**src/rtl/pwm_seq_pkg.sv**
```systemverilog
// ---------------------------------------------------------------------------
// pwm_seq_pkg
// Shared types and constants for the PWM tone sequencer.
//   - seq_state_e : sequencer FSM states (ST_GAP used only when PWM_SEQ_GAP_EN
//                   is defined)
//   - note entry layout: {dur[DUR_W-1:0], note_hz[HZ_W-1:0]}
//   - entry_hz / entry_dur : field extraction helpers
// ---------------------------------------------------------------------------
package pwm_seq_pkg;

  localparam int DUR_W   = 4;
  localparam int HZ_W    = 16;
  localparam int ENTRY_W = DUR_W + HZ_W;
  localparam int HZ_LSB  = 0;
  localparam int DUR_LSB = HZ_W;
  localparam int DUTY_W  = 10;
  localparam int FREQ_W  = 32;

  typedef enum logic [1:0] {
    ST_IDLE  = 2'd0,
    ST_FETCH = 2'd1,
    ST_PLAY  = 2'd2,
    ST_GAP   = 2'd3
  } seq_state_e;

  function automatic logic [HZ_W-1:0] entry_hz(input logic [ENTRY_W-1:0] e);
    return e[HZ_LSB +: HZ_W];
  endfunction

  function automatic logic [DUR_W-1:0] entry_dur(input logic [ENTRY_W-1:0] e);
    return e[DUR_LSB +: DUR_W];
  endfunction

endpackage

```
**src/rtl/pwm_tone_sequencer_if.sv**
```systemverilog
// ---------------------------------------------------------------------------
// pwm_tone_sequencer_if
// Control/config bundle between the top-level controller (master) and the
// tone sequencer (slave).
//   master drives : wr_en, wr_addr, wr_data, len, loop, volume, start, stop
//   slave drives  : freq, duty, busy, done, note_idx
// Parameter AW must equal $clog2(DEPTH) of the attached sequencer.
// ---------------------------------------------------------------------------
interface pwm_tone_sequencer_if #(
  parameter int AW = 5
) ();
  import pwm_seq_pkg::*;

  logic               wr_en;
  logic [AW-1:0]      wr_addr;
  logic [ENTRY_W-1:0] wr_data;
  logic [AW:0]        len;
  logic               loop;
  logic [DUTY_W-1:0]  volume;
  logic               start;
  logic               stop;
  logic [FREQ_W-1:0]  freq;
  logic [DUTY_W-1:0]  duty;
  logic               busy;
  logic               done;
  logic [AW-1:0]      note_idx;

  modport master (
    output wr_en, wr_addr, wr_data, len, loop, volume, start, stop,
    input  freq, duty, busy, done, note_idx
  );

  modport slave (
    input  wr_en, wr_addr, wr_data, len, loop, volume, start, stop,
    output freq, duty, busy, done, note_idx
  );
endinterface

```
**src/rtl/pwm_seq_ram.sv**
```systemverilog
// ---------------------------------------------------------------------------
// pwm_seq_ram
// DEPTH x WIDTH note storage: one synchronous write port, one registered read
// port. Contents are not reset.
//   clk        : clock
//   wr_en_i    : write strobe
//   wr_addr_i  : write address
//   wr_data_i  : write data
//   rd_addr_i  : read address, sampled every clock
//   rd_data_o  : registered read data (old data on same-address write)
// ---------------------------------------------------------------------------
module pwm_seq_ram #(
  parameter int DEPTH = 32,
  parameter int WIDTH = 20,
  parameter int AW    = $clog2(DEPTH)
) (
  input  logic             clk,
  input  logic             wr_en_i,
  input  logic [AW-1:0]    wr_addr_i,
  input  logic [WIDTH-1:0] wr_data_i,
  input  logic [AW-1:0]    rd_addr_i,
  output logic [WIDTH-1:0] rd_data_o
);

  logic [WIDTH-1:0] mem_q [DEPTH];
  logic [WIDTH-1:0] rd_data_q;

  always_ff @(posedge clk) begin
    if (wr_en_i) begin
      mem_q[wr_addr_i] <= wr_data_i;
    end
    rd_data_q <= mem_q[rd_addr_i];
  end

  assign rd_data_o = rd_data_q;

endmodule

```
**src/rtl/pwm_tone_sequencer.sv**
```systemverilog
// ---------------------------------------------------------------------------
// pwm_tone_sequencer
// Plays a stored note list by driving the freq/duty inputs of a PWM generator.
// Each entry {dur, note_hz} sounds for (dur+1) beats; note_hz==0 is a rest.
//   clk  : system clock
//   rst  : asynchronous reset, active-low
//   bus  : pwm_tone_sequencer_if.slave
//          in : wr_en/wr_addr/wr_data (note RAM write), len, loop, volume,
//               start, stop
//          out: freq (never 0), duty, busy, done (1-cycle), note_idx
// Optional feature macro: PWM_SEQ_GAP_EN -- inserts GAP_CYCLES of silence
// between consecutive notes (including the loop wrap).
// ---------------------------------------------------------------------------
module pwm_tone_sequencer
  import pwm_seq_pkg::*;
#(
  parameter int CLK_HZ      = 100_000_000,
  parameter int DEPTH       = 32,
  parameter int BEAT_CYCLES = 12_500_000,
  parameter int GAP_CYCLES  = 1_000_000,
  parameter int IDLE_FREQ   = 1000
) (
  input  logic              clk,
  input  logic              rst,
  pwm_tone_sequencer_if.slave bus
);

  localparam int AW   = $clog2(DEPTH);
  localparam int BC_W = (BEAT_CYCLES > 1) ? $clog2(BEAT_CYCLES) : 1;

  // CLK_HZ only documents beat sizing; GAP_CYCLES is idle without the macro.
  logic unused_cfg;
  assign unused_cfg = (CLK_HZ > 0) ^ (GAP_CYCLES > 0);

  seq_state_e         state_q, state_d;
  logic [AW-1:0]      note_idx_q, note_idx_d;
  logic [BC_W-1:0]    beat_cnt_q, beat_cnt_d;
  logic [DUR_W-1:0]   dur_cnt_q, dur_cnt_d;
  logic [DUR_W-1:0]   cur_dur_q, cur_dur_d;
  logic [FREQ_W-1:0]  freq_q, freq_d;
  logic [DUTY_W-1:0]  duty_q, duty_d;
  logic               done_q, done_d;

`ifdef PWM_SEQ_GAP_EN
  localparam int GC_W = (GAP_CYCLES > 1) ? $clog2(GAP_CYCLES) : 1;
  localparam seq_state_e BETWEEN_ST = ST_GAP;
  logic [GC_W-1:0]    gap_cnt_q, gap_cnt_d;
`else
  localparam seq_state_e BETWEEN_ST = ST_FETCH;
`endif

  logic [ENTRY_W-1:0] rd_data;
  logic [HZ_W-1:0]    rd_hz;
  logic [AW:0]        eff_len;
  logic               last_entry;
  logic               beat_end;

  // The read port follows the next index so that the entry is already
  // registered when FETCH is entered; FETCH then only latches it.
  pwm_seq_ram #(
    .DEPTH (DEPTH),
    .WIDTH (ENTRY_W),
    .AW    (AW)
  ) u_ram (
    .clk       (clk),
    .wr_en_i   (bus.wr_en),
    .wr_addr_i (bus.wr_addr),
    .wr_data_i (bus.wr_data),
    .rd_addr_i (note_idx_d),
    .rd_data_o (rd_data)
  );

  assign rd_hz      = entry_hz(rd_data);
  assign eff_len    = (bus.len > (AW+1)'(DEPTH)) ? (AW+1)'(DEPTH) : bus.len;
  assign last_entry = ({1'b0, note_idx_q} == (eff_len - (AW+1)'(1)));
  assign beat_end   = (beat_cnt_q == BC_W'(BEAT_CYCLES - 1));

  always_comb begin
    state_d    = state_q;
    note_idx_d = note_idx_q;
    beat_cnt_d = beat_cnt_q;
    dur_cnt_d  = dur_cnt_q;
    cur_dur_d  = cur_dur_q;
    freq_d     = freq_q;
    duty_d     = '0;
    done_d     = 1'b0;
`ifdef PWM_SEQ_GAP_EN
    gap_cnt_d  = gap_cnt_q;
`endif

    case (state_q)
      ST_IDLE: begin
        if (bus.start && !bus.stop && (eff_len != '0)) begin
          state_d    = ST_FETCH;
          note_idx_d = '0;
        end
      end

      ST_FETCH: begin
        state_d    = ST_PLAY;
        beat_cnt_d = '0;
        dur_cnt_d  = '0;
        cur_dur_d  = entry_dur(rd_data);
        if (rd_hz != '0) begin
          freq_d = FREQ_W'(rd_hz);
          duty_d = bus.volume;
        end
      end

      ST_PLAY: begin
        duty_d     = duty_q;
        beat_cnt_d = beat_cnt_q + BC_W'(1);
        if (beat_end) begin
          beat_cnt_d = '0;
          dur_cnt_d  = dur_cnt_q + DUR_W'(1);
          if (dur_cnt_q == cur_dur_q) begin
            dur_cnt_d = '0;
            duty_d    = '0;
            if (!last_entry) begin
              note_idx_d = note_idx_q + AW'(1);
              state_d    = BETWEEN_ST;
            end else if (bus.loop) begin
              note_idx_d = '0;
              state_d    = BETWEEN_ST;
            end else begin
              state_d = ST_IDLE;
              done_d  = 1'b1;
            end
          end
        end
      end

`ifdef PWM_SEQ_GAP_EN
      ST_GAP: begin
        gap_cnt_d = gap_cnt_q + GC_W'(1);
        if (gap_cnt_q == GC_W'(GAP_CYCLES - 1)) begin
          gap_cnt_d = '0;
          state_d   = ST_FETCH;
        end
      end
`endif

      default: state_d = ST_IDLE;
    endcase

    // Abort from any busy state; no done pulse, freq holds.
    if (bus.stop && (state_q != ST_IDLE)) begin
      state_d    = ST_IDLE;
      note_idx_d = '0;
      beat_cnt_d = '0;
      dur_cnt_d  = '0;
      duty_d     = '0;
      done_d     = 1'b0;
`ifdef PWM_SEQ_GAP_EN
      gap_cnt_d  = '0;
`endif
    end
  end

  always_ff @(posedge clk or negedge rst) begin
    if (!rst) begin
      state_q    <= ST_IDLE;
      note_idx_q <= '0;
      beat_cnt_q <= '0;
      dur_cnt_q  <= '0;
      cur_dur_q  <= '0;
      freq_q     <= FREQ_W'(IDLE_FREQ);
      duty_q     <= '0;
      done_q     <= 1'b0;
`ifdef PWM_SEQ_GAP_EN
      gap_cnt_q  <= '0;
`endif
    end else begin
      state_q    <= state_d;
      note_idx_q <= note_idx_d;
      beat_cnt_q <= beat_cnt_d;
      dur_cnt_q  <= dur_cnt_d;
      cur_dur_q  <= cur_dur_d;
      freq_q     <= freq_d;
      duty_q     <= duty_d;
      done_q     <= done_d;
`ifdef PWM_SEQ_GAP_EN
      gap_cnt_q  <= gap_cnt_d;
`endif
    end
  end

  assign bus.freq     = freq_q;
  assign bus.duty     = duty_q;
  assign bus.busy     = (state_q != ST_IDLE);
  assign bus.done     = done_q;
  assign bus.note_idx = note_idx_q;

endmodule
```
**src/flat_wrapper.sv**
```systemverilog
// flat-port wrapper written by rule: the top's interface ports become plain ports
module pwm_tone_sequencer_flat import pwm_seq_pkg::*;
#(
  parameter int CLK_HZ      = 100_000_000,
  parameter int DEPTH       = 32,
  parameter int BEAT_CYCLES = 12_500_000,
  parameter int GAP_CYCLES  = 1_000_000,
  parameter int IDLE_FREQ   = 1000
)
  (clk, rst, bus_wr_en, bus_wr_addr, bus_wr_data, bus_len, bus_loop, bus_volume, bus_start, bus_stop, bus_freq, bus_duty, bus_busy, bus_done, bus_note_idx);
  pwm_tone_sequencer_if bus_i ();
  input  logic clk;
  input  logic rst;
  input wire logic [$bits(bus_i.wr_en)-1:0] bus_wr_en;
  input wire logic [$bits(bus_i.wr_addr)-1:0] bus_wr_addr;
  input wire logic [$bits(bus_i.wr_data)-1:0] bus_wr_data;
  input wire logic [$bits(bus_i.len)-1:0] bus_len;
  input wire logic [$bits(bus_i.loop)-1:0] bus_loop;
  input wire logic [$bits(bus_i.volume)-1:0] bus_volume;
  input wire logic [$bits(bus_i.start)-1:0] bus_start;
  input wire logic [$bits(bus_i.stop)-1:0] bus_stop;
  output wire logic [$bits(bus_i.freq)-1:0] bus_freq;
  output wire logic [$bits(bus_i.duty)-1:0] bus_duty;
  output wire logic [$bits(bus_i.busy)-1:0] bus_busy;
  output wire logic [$bits(bus_i.done)-1:0] bus_done;
  output wire logic [$bits(bus_i.note_idx)-1:0] bus_note_idx;
  assign bus_i.wr_en = bus_wr_en;
  assign bus_i.wr_addr = bus_wr_addr;
  assign bus_i.wr_data = bus_wr_data;
  assign bus_i.len = bus_len;
  assign bus_i.loop = bus_loop;
  assign bus_i.volume = bus_volume;
  assign bus_i.start = bus_start;
  assign bus_i.stop = bus_stop;
  assign bus_freq = bus_i.freq;
  assign bus_duty = bus_i.duty;
  assign bus_busy = bus_i.busy;
  assign bus_done = bus_i.done;
  assign bus_note_idx = bus_i.note_idx;
  pwm_tone_sequencer #(.CLK_HZ(CLK_HZ), .DEPTH(DEPTH), .BEAT_CYCLES(BEAT_CYCLES), .GAP_CYCLES(GAP_CYCLES), .IDLE_FREQ(IDLE_FREQ)) u_core (.clk(clk), .rst(rst), .bus(bus_i));
endmodule
```
**config.mk**
```make
export PLATFORM = sky130hd
export DESIGN_NAME = pwm_tone_sequencer_flat
export DESIGN_NICKNAME = d
export VERILOG_FILES = /design/src/rtl/pwm_seq_pkg.sv /design/src/rtl/pwm_tone_sequencer_if.sv /design/src/rtl/pwm_seq_ram.sv /design/src/rtl/pwm_tone_sequencer.sv /design/src/flat_wrapper.sv
export SDC_FILE = /design/constraint.sdc
export NUM_CORES = 1
export LEC_CHECK = 0
export BUFFER_PORTS_ARGS = -buffer_cell sky130_fd_sc_hd__buf_2
export CAP_MARGIN = 20
export CORE_MARGIN = 3
export CORE_UTILIZATION = 49
export DETAILED_ROUTE_END_ITERATION = 8
export PLACE_DENSITY_LB_ADDON = 0.08
export SLEW_MARGIN = 20
export SYNTH_ARGS = -nofsm -noshare
export SYNTH_HDL_FRONTEND = slang
export SYNTH_SLANG_ARGS = --single-unit
```
**constraint.sdc**
```tcl
create_clock -name clk -period 2.9 [get_ports clk]
set_input_delay 0.58 -clock clk [delete_from_list [all_inputs] [get_ports clk]]
set_output_delay 0.58 -clock clk [all_outputs]
set_load 0.1 [all_outputs]
```
Word-level counts from Yosys, hierarchy flattened. Memory sizes are Yosys's and may differ from the RTL's. A register that Yosys moved wholly into a read port is not among the register bits. Cells that the tools add are included.

Register bits after elaboration: 66. Bits in writable memories: 640. Input port bits: 47. Output and inout port bits: 49. Memories: 1.

Add/sub/neg operators: 4. Magnitude comparators: 1. Equality and inequality tests: 8. Multiplexer cells: 35. Reduce and logical (&&, ||, !) cells: 13.

Memories: u_core.u_ram.mem_q (words 32, width 20, read ports 1, clocked after memory_dff 1, wr ports 1, RTL line pwm_seq_ram.sv:25) `logic [WIDTH-1:0] mem_q [DEPTH];`.

Operators by type and width (number): $mux W24 (2); $pmux W24 S2 (1); $mux W10 (4); $mux W5 (6); $add A24 B1 Y24 const B (1); $eq A24 B24 Y1 const B (1); $pmux W10 S2 (1); $reduce_bool A16 Y1 (1); $mux W4 (3); $mux W2 (5); $pmux W5 S2 (1); $mux W1 (9); $ne A3 B1 Y1 const B (3); $pmux W4 S2 (1); $eq A5 B6 Y1 (1); $gt A6 B6 Y1 const B (1); $mux W6 (1); $pmux W2 S3 (1); $reduce_and A2 Y1 (3); $reduce_bool A6 Y1 (1); $sub A6 B1 Y6 const B (1); $add A5 B1 Y5 const B (1); $add A4 B1 Y4 const B (1); $eq A4 B4 Y1 (1); 8 further kinds (10).

Longest topological paths before layout. Gate-level depths: netlist of the first run.

Word-level depth: 9. Mapped depth: 18.

Hierarchy. A second synthesis of the first run with hierarchy kept.

Cells, all modules: 1766. Area, all modules: 29101.7 µm².

Modules (own cells, without submodules): pwm_seq_ram (times used 1, cells each 1414, area each 25553.3 µm²); pwm_tone_sequencer (times used 1, cells each 352, area each 3548.4 µm²).

Least setup slack after synthesis of the first run. OpenSTA, ideal clock, no wires.

Path type: input -> register. Start point: input bus_len[5]. End point: register u_core.u_ram.rd_data_q[17], in the netlist u_core.u_ram.rd_data_o[17] (read register of u_core.u_ram.mem_q). Data arrival time: 3639 ps. Setup slack: -827 ps. Stages: 17. Cells stage by stage: nand2b_1 ha_1 or4b_1 o211ai_1 xnor2_1 a41oi_1 or3b_1 buf_2 and2_1 buf_6 clkinv_2 buf_6 buf_4 a211oi_1 a31o_2 a22o_1 nor4_2.

Longest elaborated chain between the ends: 9.

Ends and longest elaborated chain: from (decl) (RTL line flat_wrapper.sv:17) `input wire logic [$bits(bus_i.len)-1:0] bus_len;`; $gt A6 B6 Y1 (RTL line pwm_tone_sequencer.sv:74) `assign eff_len = (bus.len > (AW+1)'(DEPTH)) ? (AW+1)'(DEPTH) : bus.len;`; $mux W6 (*) (RTL line pwm_tone_sequencer.sv:74); $sub A6 B1 Y6 (RTL line pwm_tone_sequencer.sv:75) `assign last_entry = ({1'b0, note_idx_q} == (eff_len - (AW+1)'(1)));`; $eq A5 B6 Y1 (RTL line pwm_tone_sequencer.sv:75); $mux W5 (RTL line pwm_tone_sequencer.sv:119) `if (!last_entry) begin`; $mux W5 (RTL line pwm_tone_sequencer.sv:116) `if (dur_cnt_q == cur_dur_q) begin`; $mux W5 (RTL line pwm_tone_sequencer.sv:113) `if (beat_end) begin`; $pmux W5 S2 (*) (RTL line pwm_tone_sequencer.sv:91) `case (state_q)`; $mux W5 (*) (RTL line pwm_tone_sequencer.sv:147) `if (bus.stop && (state_q != ST_IDLE)) begin`; to (decl) (RTL line pwm_seq_ram.sv:26) `logic [WIDTH-1:0] rd_data_q;`.

Mark *: on every way between the ends. The rest lies on a longest branch, timed or not. A chain may end at the register's enable or synchronous reset.

Final worst setup path of the first run.
Start point: input bus_len[5]. End point: register u_core.u_ram.rd_data_q[14], in the netlist u_core.u_ram.rd_data_o[14] (read register of u_core.u_ram.mem_q).

Same word-level chain as after synthesis.

==> results.txt, run 1 <==
----------------------------------------------------
[STA]
  Final max-slew violation count ... 0
  Relative slew margins ... around 46%
  Tmin final ... roughly 3.2 ns
  Share of the clock period used by the worst path ... 111%
  Final Worst Setup Slack ... -0.313 ns
  Transition time at the pin with the least slew margin ... roughly 0.8 ns
  Highest achievable clock rate ... roughly 310 MHz
  Setup repair after global routing missed its margin ... yes
  Final Hold Viols ... 0
  Final worst clock skew ... 0.0153 ns
  Setup violators final ... 20

[Setup path]
  Capturing point of the worst reg2reg path ... u_core.u_ram.rd_data_o[14]
  Critical path start-end classification ... input port to flip-flop
  Cells on worst reg2reg path ... 12
  Type of destination of the critical path ... flip-flop
  Slowest stage delay, CP ... 0.43 ns
  Minimum setup slack among reg-to-reg paths ... -0.29 ns
  Critical R2R Launch ... u_core.bus.note_idx[3]
  Crit path required time ... between 3 and 4 ns
  Max FO, Critical Path ... 25
  Family with the most delay on the worst path ... simple AND/OR/NAND/NOR gates
  CP Data Arrival Time ... between 3 and 4 ns
  Slowest cell on crit path ... sky130_fd_sc_hd__or4b_1
  Type of element launching the critical path ... input port
  Worst path bufs/invs ... 4
  Crit. Startpoint ... bus_len[5]
  Crit-path cells ... buf_8 -> nand2b_4 -> ha_4 -> or4b_1 -> o211ai_1 -> xnor2_2 -> a41oi_2 -> or3b_4 -> and2_4 -> clkinv_8 -> buf_12 -> buf_16 -> a211oi_1 -> a31o_2 -> a22o_4 -> nor4_4

[Routing]
  Wirelength, routed ... a little over 80 mm
  Detailed Routing Iterations Pass 1 ... 7
  Number of vias after detailed routing ... between 15000 and 20000
  Drt wl/cell ... about 25 um
  First DRT Iteration DRCs ... approximately 1700
  Number of remaining DRC errors ... 0
  ANT nets after route ... 0
  Vias per cell ... roughly 6

[Power]
  Maximum VDD drop ... between 500 and 600 uV
  Power density relative to cell area ... 831 nW/um^2
  Leak ... between 10 and 15 nW
  Power, Total ... 30.4 mW

[Die]
  Overall die width ... 252 um
  IO Pins ... 96
  Die Span Y ... 252 um
  Placeable core area ... about 60000 um^2
  Number of placement rows ... around 90
  Initial Util ... roughly 50%
  Area of the die ... 63400 um^2

[Global routing]
  Largest net degree at the start of global routing ... 39
  First-pass GRT wire length ... about 120 mm
  GR Util All Layers ... about 25%
  Grt ovf ... 0
  Initial antenna violation count ... 8
  Vias in the first global route ... between 15000 and 20000

[Synthesis]
  Yosys reg bits ... between 700 and 800
  Commonest register cell after synthesis ... sky130_fd_sc_hd__edfxtp_1
  YS warnings ... 0
  Distinct cell type count of the synthesized netlist ... 59
  Ys async rst share ... 9.09%
  Gate count after technology mapping ... between 2000 and 2500
  Mean instance size in the synthesized netlist ... 13.9 um^2
  Share of the yosys chip area belonging to registers ... between 70% and 80%
  Post-Syn Area ... roughly 30000 um^2
  Post-synth EDFFs ... 640

[Layout]
  Commonest non-fill, non-tap cell in the layout ... sky130_fd_sc_hd__edfxtp_1
  Area added between synthesis and finish ... 23.4%
  Fraction of layout cells with a size suffix above 1 ... between 20% and 30%
  Final core occ ... between 60% and 70%
  Commonest cells after routing, fill and taps aside ... sky130_fd_sc_hd__edfxtp_1 (640), sky130_fd_sc_hd__nand2_1 (373), sky130_fd_sc_hd__buf_4 (215)
  Net count reported at finish ... ~2500

[Clock network]
  Clock transition at path regs ... about 0.06 ns
  Source-to-sink clock delay at the later pin of the worst-skew pair ... 0.62 ns
  Clock tree from TritonCTS ... yes
  Deepest level of the CTS H-tree ... 3
  Maximum root-to-sink buffer count ... 3
  Root buffer cell ... sky130_fd_sc_hd__clkbuf_16
  Sink count of the clock tree ... roughly 730
  Number of buffers added by the clock tree synthesis step ... 75

[Job]
  MaxCap Viol Count ... 0

[Placement]
  DP HPWL ... approximately 49 mm
  Placer's final routability congestion estimate ... just over 0.8
  Post-Place Setup Slack ... -1.08 ns
  Port Buffer Count ... 79

[Outcome]
  Outcome ... complete, but fails checks
  Failing checks ... setup timing

[Hold path]
  Hold Crit Class ... input port to async pin

----------------------------------------------------
==> per-layer routing <==
layer | track usage (%) | part of all wire (%) | up-vias
li1 | - | - | 8793
met1 | 37.0 | 44 | 9912
met2 | 39.4 | 46 | 709
met3 | 5.94 | 8.1 | 117
met4 | 6.38 | 1.9 | 8
met5 | 0 | 0.053 | -
==> worst reg2reg max path, stage by stage, from the launching register on <==
cell and delay (ns):
sky130_fd_sc_hd__dfrtp_2 0.40, sky130_fd_sc_hd__or4_4 0.52, sky130_fd_sc_hd__a21oi_4 0.16, sky130_fd_sc_hd__a41oi_2 0.12, sky130_fd_sc_hd__or3b_4 0.40, sky130_fd_sc_hd__and2_4 0.22, sky130_fd_sc_hd__clkinv_8 0.09, sky130_fd_sc_hd__buf_12 0.16
sky130_fd_sc_hd__buf_16 0.19, sky130_fd_sc_hd__a211oi_1 0.12, sky130_fd_sc_hd__a31o_2 0.23, sky130_fd_sc_hd__a22o_4 0.23, sky130_fd_sc_hd__nor4_4 0.25
==> power breakdown <==
part           switching (mW)  leakage [nW]  internal (mW)  total, mW
sequential              0.375          6.79           11.9       12.2
combinational            5.44          5.37           3.45       8.90
clock                    3.97          1.14           5.26       9.24
==> cells by family (layout without fill, tap and decap cells) <==
kind of cell | after synthesis | in the layout | share of synthesized area (%)
simple gates | 712 | 712 | 11.9
flops | 726 | 726 | 71.9
buf+inv | 177 | 525 | 2.93
mux | 22 | 22 | 0.837
other cells | 1 | 19 | 0.0127
fa+ha+maj | 11 | 11 | 0.465
compound gates | 457 | 457 | 11.3
xor+xnor | 22 | 22 | 0.651
==> what timing repair did <==
| item | in CTS | in global routing |
|---|---|---|
| gates resized for setup | 57 | 69 |
| buffers inserted | 17 | 21 |
| endpoints found under the setup margin | 20 | 21 |
| pin swaps | 23 | 31 |
| cloned | 6 | 11 |
| hold buffers | 0 | 0 |
==> synth_stat cells, types with 2 or more instances <==
library cell / number / area (um^2)
sky130_fd_sc_hd__a211o_1: 2 / 17.5
sky130_fd_sc_hd__a211oi_1: 160 / 1200
sky130_fd_sc_hd__a21oi_1: 10 / 50.1
sky130_fd_sc_hd__a22o_1: 41 / 359
sky130_fd_sc_hd__a31o_1: 21 / 184
sky130_fd_sc_hd__a31o_2: 59 / 517
sky130_fd_sc_hd__a31oi_1: 84 / 526
sky130_fd_sc_hd__a41oi_1: 2 / 17.5
sky130_fd_sc_hd__and2_1: 5 / 31.3
sky130_fd_sc_hd__and3_1: 166 / 1040
sky130_fd_sc_hd__and4_1: 4 / 35.0
sky130_fd_sc_hd__buf_2: 18 / 90.1
sky130_fd_sc_hd__buf_4: 28 / 210
sky130_fd_sc_hd__buf_6: 10 / 113
sky130_fd_sc_hd__clkbuf_1: 110 / 413
sky130_fd_sc_hd__dfrtp_1: 60 / 1500
sky130_fd_sc_hd__dfstp_2: 6 / 158
sky130_fd_sc_hd__dfxtp_1: 20 / 400
sky130_fd_sc_hd__edfxtp_1: 640 / 19200
sky130_fd_sc_hd__ha_1: 11 / 138
sky130_fd_sc_hd__inv_1: 9 / 33.8
sky130_fd_sc_hd__mux2_2: 22 / 248
sky130_fd_sc_hd__nand2_1: 374 / 1400
sky130_fd_sc_hd__nand2b_1: 5 / 31.3
sky130_fd_sc_hd__nand3_1: 28 / 140
sky130_fd_sc_hd__nand3b_1: 7 / 52.6
sky130_fd_sc_hd__nand4_1: 5 / 31.3
sky130_fd_sc_hd__nor2_1: 58 / 218
sky130_fd_sc_hd__nor2b_1: 5 / 31.3
sky130_fd_sc_hd__nor3_1: 6 / 30.0
sky130_fd_sc_hd__nor3b_1: 2 / 15.0
sky130_fd_sc_hd__nor4_1: 7 / 43.8
sky130_fd_sc_hd__nor4_2: 20 / 250
sky130_fd_sc_hd__nor4b_1: 2 / 17.5
sky130_fd_sc_hd__nor4bb_1: 3 / 30.0
sky130_fd_sc_hd__o211ai_1: 3 / 22.5
sky130_fd_sc_hd__o21ai_0: 20 / 100
sky130_fd_sc_hd__o22ai_1: 40 / 250
sky130_fd_sc_hd__o31ai_1: 7 / 52.6
sky130_fd_sc_hd__or2_2: 3 / 18.8
sky130_fd_sc_hd__or3_1: 4 / 25.0
sky130_fd_sc_hd__or3b_2: 3 / 26.3
sky130_fd_sc_hd__or4_1: 2 / 15.0
sky130_fd_sc_hd__xnor2_1: 8 / 70.1
sky130_fd_sc_hd__xor2_1: 14 / 123
==> area by class of cell <==
type | count | area, um^2
fill | 4472 | 22800
sequential | 726 | 21300
multi-input combinational | 1240 | 8160
timing repair buffer | 377 | 3740
clock buffer | 102 | 2050
tap | 773 | 967
clock inverter | 36 | 289
inverter | 10 | 50.0
antenna | 3 | 7.51
==> worst max path at each step <==
stage | to | slack (ns) | cells after the start
4_1_cts | u_core.u_ram.rd_data_o[1] | -0.26 | 13
3_3_place_gp | u_core.u_ram.rd_data_o[19] | -1.01 | 16
3_5_place_dp | u_core.u_ram.rd_data_o[19] | -1.08 | 16
6_report | u_core.u_ram.rd_data_o[14] | -0.31 | 16
2_1_floorplan | u_core.u_ram.rd_data_o[10] | -0.66 | 18
5_1_grt | u_core.u_ram.rd_data_o[9] | -0.43 | 13
==> registers in the layout, summed over array words and instances, names as in the netlist <==
| register | flops |
|---|---|
| u_core.bus.done | 1 |
| u_core.cur_dur_q | 4 |
| u_core.bus.duty | 10 |
| u_core.dur_cnt_q | 4 |
| u_core.u_ram.mem_q | 640 |
| u_core.u_ram.rd_data_o | 20 |
| u_core.bus.note_idx | 5 |
| u_core.beat_cnt_q | 24 |
| u_core.bus.freq | 16 |
| u_core.state_q | 2 |
==> per-stage QoR <==
step	std cells	instance area, um^2	setup TNS, ns	hold WS, ns
floorplan	2143	29700	-13.34	0.284
global placement	3072	32700	-18.33	0.448
detailed placement	3072	32700	-19.52	0.461
CTS	3233	35700	-4.23	0.0585
global route	3264	36500	-7.64	0.111
finish	3267	36500	-5.35	0.0575
Note: power is estimated with default switching activity, not from simulation.
==> inputs of run 2 (changes only) <==
--- a/config.mk
+++ b/config.mk
@@ -11,6 +11,7 @@
 export CORE_UTILIZATION = 49
 export DETAILED_ROUTE_END_ITERATION = 8
 export PLACE_DENSITY_LB_ADDON = 0.08
+export REMOVE_ABC_BUFFERS = 1
 export SLEW_MARGIN = 20
 export SYNTH_ARGS = -nofsm -noshare
 export SYNTH_HDL_FRONTEND = slang
==> run 2 against run 1 <==
  * The flow still finishes with violations (setup timing)
  * Die area unchanged
  * Maximum frequency down 3.4%
  * Sequential share of layout area down 1.8 points
  * Critical endpoint is now u_core.u_ram.rd_data_o[15]
  * Largest cell class unchanged
==> results.txt, run 2 (synthesized netlist as in run 1, its figures left out) <==
----------------------------------------------------
[Routing]
  First DRT Iteration DRCs ... 2213
  Vias per cell ... approximately 6.2
  Detailed Routing Iterations Pass 1 ... 5
  ANT nets after route ... 0
  Wirelength, routed ... approximately 90 mm
  Number of remaining DRC errors ... 0
  Number of vias after detailed routing ... slightly above 20000
  Drt wl/cell ... around 27 um

[Global routing]
  Vias in the first global route ... roughly 19000
  Grt ovf ... 0
  Largest net degree at the start of global routing ... 44
  Initial antenna violation count ... 1
  GR Util All Layers ... between 20 and 30%
  First-pass GRT wire length ... between 100 and 150 mm

[Layout]
  Diodes inserted ... 0
  Fraction of layout cells with a size suffix above 1 ... approximately 30%
  Flip-flop count of the largest register, all copies and words added ... 640
  Final Instance Count excl. Fillers ... between 3000 and 4000
  Final core occ ... a little under two thirds
  Register containing the most flip-flops in the final layout ... u_core.u_ram.mem_q
  Commonest cells after routing, fill and taps aside ... sky130_fd_sc_hd__edfxtp_1 (640), sky130_fd_sc_hd__nand2_1 (368), sky130_fd_sc_hd__buf_4 (193)
  Commonest non-fill, non-tap cell in the layout ... sky130_fd_sc_hd__edfxtp_1
  Area added between synthesis and finish ... 27.5%
  Finished layout cell area ... about 38000 um^2
  Net count reported at finish ... approximately 2500

[Placement]
  Post-Place Setup Slack ... -1.25 ns
  Post-place instance area ... approximately 33000 um^2
  Placer's final routability congestion estimate ... between 0.8 and 0.9
  Port Buffer Count ... just under 80
  Total placed cells including tap cells ... 3056
  DP HPWL ... approximately 50 mm

[Outcome]
  Failing checks ... setup timing
  Outcome ... complete, but fails checks

[Die]
  IO Pins ... 96
  Overall die width ... ~250 um
  Initial Util ... between 40% and 50%
  Area of the die ... 63400 um^2
  Number of placement rows ... 89
  Die Span Y ... ~250 um
  Placeable core area ... between 50000 and 60000 um^2

[STA]
  Share of the clock period used by the worst path ... 115%
  Relative slew margins ... between 40% and 50%
  Tmin final ... approximately 3.3 ns
  Final worst clock skew ... about 0.032 ns
  Setup repair after global routing missed its margin ... yes
  Setup violators final ... 20
  Final max-slew violation count ... 0
  Highest achievable clock rate ... between 300 and 400 MHz
  Final Worst Setup Slack ... -0.425 ns
  Transition time at the pin with the least slew margin ... between 0.8 and 0.9 ns
  Final Hold Viols ... 0

[Job]
  MaxCap Viol Count ... 0

[Setup path]
  Type of destination of the critical path ... flip-flop
  CP Data Arrival Time ... 3.85 ns
  Minimum setup slack among reg-to-reg paths ... -0.42 ns
  Max FO, Critical Path ... 6
  Type of element launching the critical path ... input port
  Crit path required time ... approximately 3.4 ns
  Critical path start-end classification ... input port to flip-flop

[Clock network]
  CTS Hold Buffers Added ... 0
  Deepest level of the CTS H-tree ... 3
  Root buffer cell ... sky130_fd_sc_hd__clkbuf_16
  Number of buffers added by the clock tree synthesis step ... 76
  Clock transition at path regs ... roughly 0.06 ns
  Clock tree from TritonCTS ... yes
  Sink count of the clock tree ... ~730
  Source-to-sink clock delay at the later pin of the worst-skew pair ... 0.63 ns
  Maximum root-to-sink buffer count ... 3

[Hold path]
  Hold Crit Class ... input port to async pin

[Power]
  Power density relative to cell area ... around 850 nW/um^2
  Maximum VDD drop ... 574 uV
  Leak ... roughly 14 nW

----------------------------------------------------
-- run 2: cell types whose count changed in the layout (fill, tap and decap cells not counted), moves of 6 or more --
cell and change:
sky130_fd_sc_hd__a211oi_1 +15, sky130_fd_sc_hd__buf_4 -22, sky130_fd_sc_hd__buf_12 +6, sky130_fd_sc_hd__o22ai_2 +13, sky130_fd_sc_hd__bufbuf_16 +7, sky130_fd_sc_hd__a211oi_2 -12
sky130_fd_sc_hd__clkbuf_8 +10, sky130_fd_sc_hd__o22ai_1 -17, sky130_fd_sc_hd__clkinv_2 -7, sky130_fd_sc_hd__buf_16 +17, sky130_fd_sc_hd__a22o_4 +8
-- run 2: final cells by class --
cell class / count / area [um^2]
fill: 4313 / 21600
sequential: 726 / 21300
multi-input combinational: 1240 / 8350
timing repair buffer: 394 / 4500
clock buffer: 115 / 2260
tap: 773 / 967
clock inverter: 23 / 265
inverter: 10 / 53.8
timing repair inverter: 2 / 50.0
-- run 2: timing repair --
item	in CTS	in global routing
gates cloned	27	11
setup endpoints to repair	21	22
resized for setup	144	59
pin swaps	36	33
setup buffers	33	19
-- run 2: stage by stage --
step	total power, mW	hold slack (ns)	TNS (ns)
6_report	32.1	0.0963	-7.19
5_1_grt	33.2	0.153	-9.18
4_1_cts	31.8	0.0997	-5.62
3_5_place_dp	20.1	0.460	-21.83
3_3_place_gp	20.0	0.448	-20.44
2_1_floorplan	17.5	0.284	-256.32
-- run 2: path summary, 6_finish.rpt --
path,start,endpoint,cells after the start
min,rst,u_core.bus.done,1
max reg2reg,u_core.bus.note_idx[3],u_core.u_ram.rd_data_o[15],14
max in group asynchronous,rst,u_core.beat_cnt_q[7],2
min in group clk,bus_volume[8],u_core.bus.duty[8],3
max,bus_len[0],u_core.u_ram.rd_data_o[15],17
min reg2reg,u_core.bus.duty[8],u_core.bus.duty[8],2
-- run 2: critical path, stage by stage --
cell,delay (ns)
sky130_fd_sc_hd__buf_6,0.10
sky130_fd_sc_hd__buf_4,0.13
sky130_fd_sc_hd__o31a_1,0.31
sky130_fd_sc_hd__or4_4,0.43
sky130_fd_sc_hd__a21oi_4,0.21
sky130_fd_sc_hd__buf_6,0.13
sky130_fd_sc_hd__and3_4,0.18
sky130_fd_sc_hd__mux2_4,0.30
sky130_fd_sc_hd__o211ai_1,0.26
sky130_fd_sc_hd__buf_4,0.20
sky130_fd_sc_hd__buf_6,0.10
sky130_fd_sc_hd__nor3_4,0.04
sky130_fd_sc_hd__buf_12,0.13
sky130_fd_sc_hd__buf_8,0.12
sky130_fd_sc_hd__buf_12,0.12
sky130_fd_sc_hd__a22o_4,0.27
sky130_fd_sc_hd__nor4_4,0.24
-- run 2: layer usage --
metal / global-route usage, % / vias to the layer above / wire, um
li1: - / 8839 / -
met1: 41.2 / 10300 / 38000
met2: 41.0 / 971 / 40300
met3: 4.63 / 137 / 8160
met4: 7.23 / 2 / 2020
met5: 0 / - / 12
-- run 2: power breakdown --
group | internal (mW) | leakage (nW) | switching (mW)
clock network | 5.84 | 1.24 | 3.96
logic | 4.17 | 5.76 | 5.87
registers | 11.9 | 6.80 | 0.373
total | 21.9 | 13.8 | 10.2
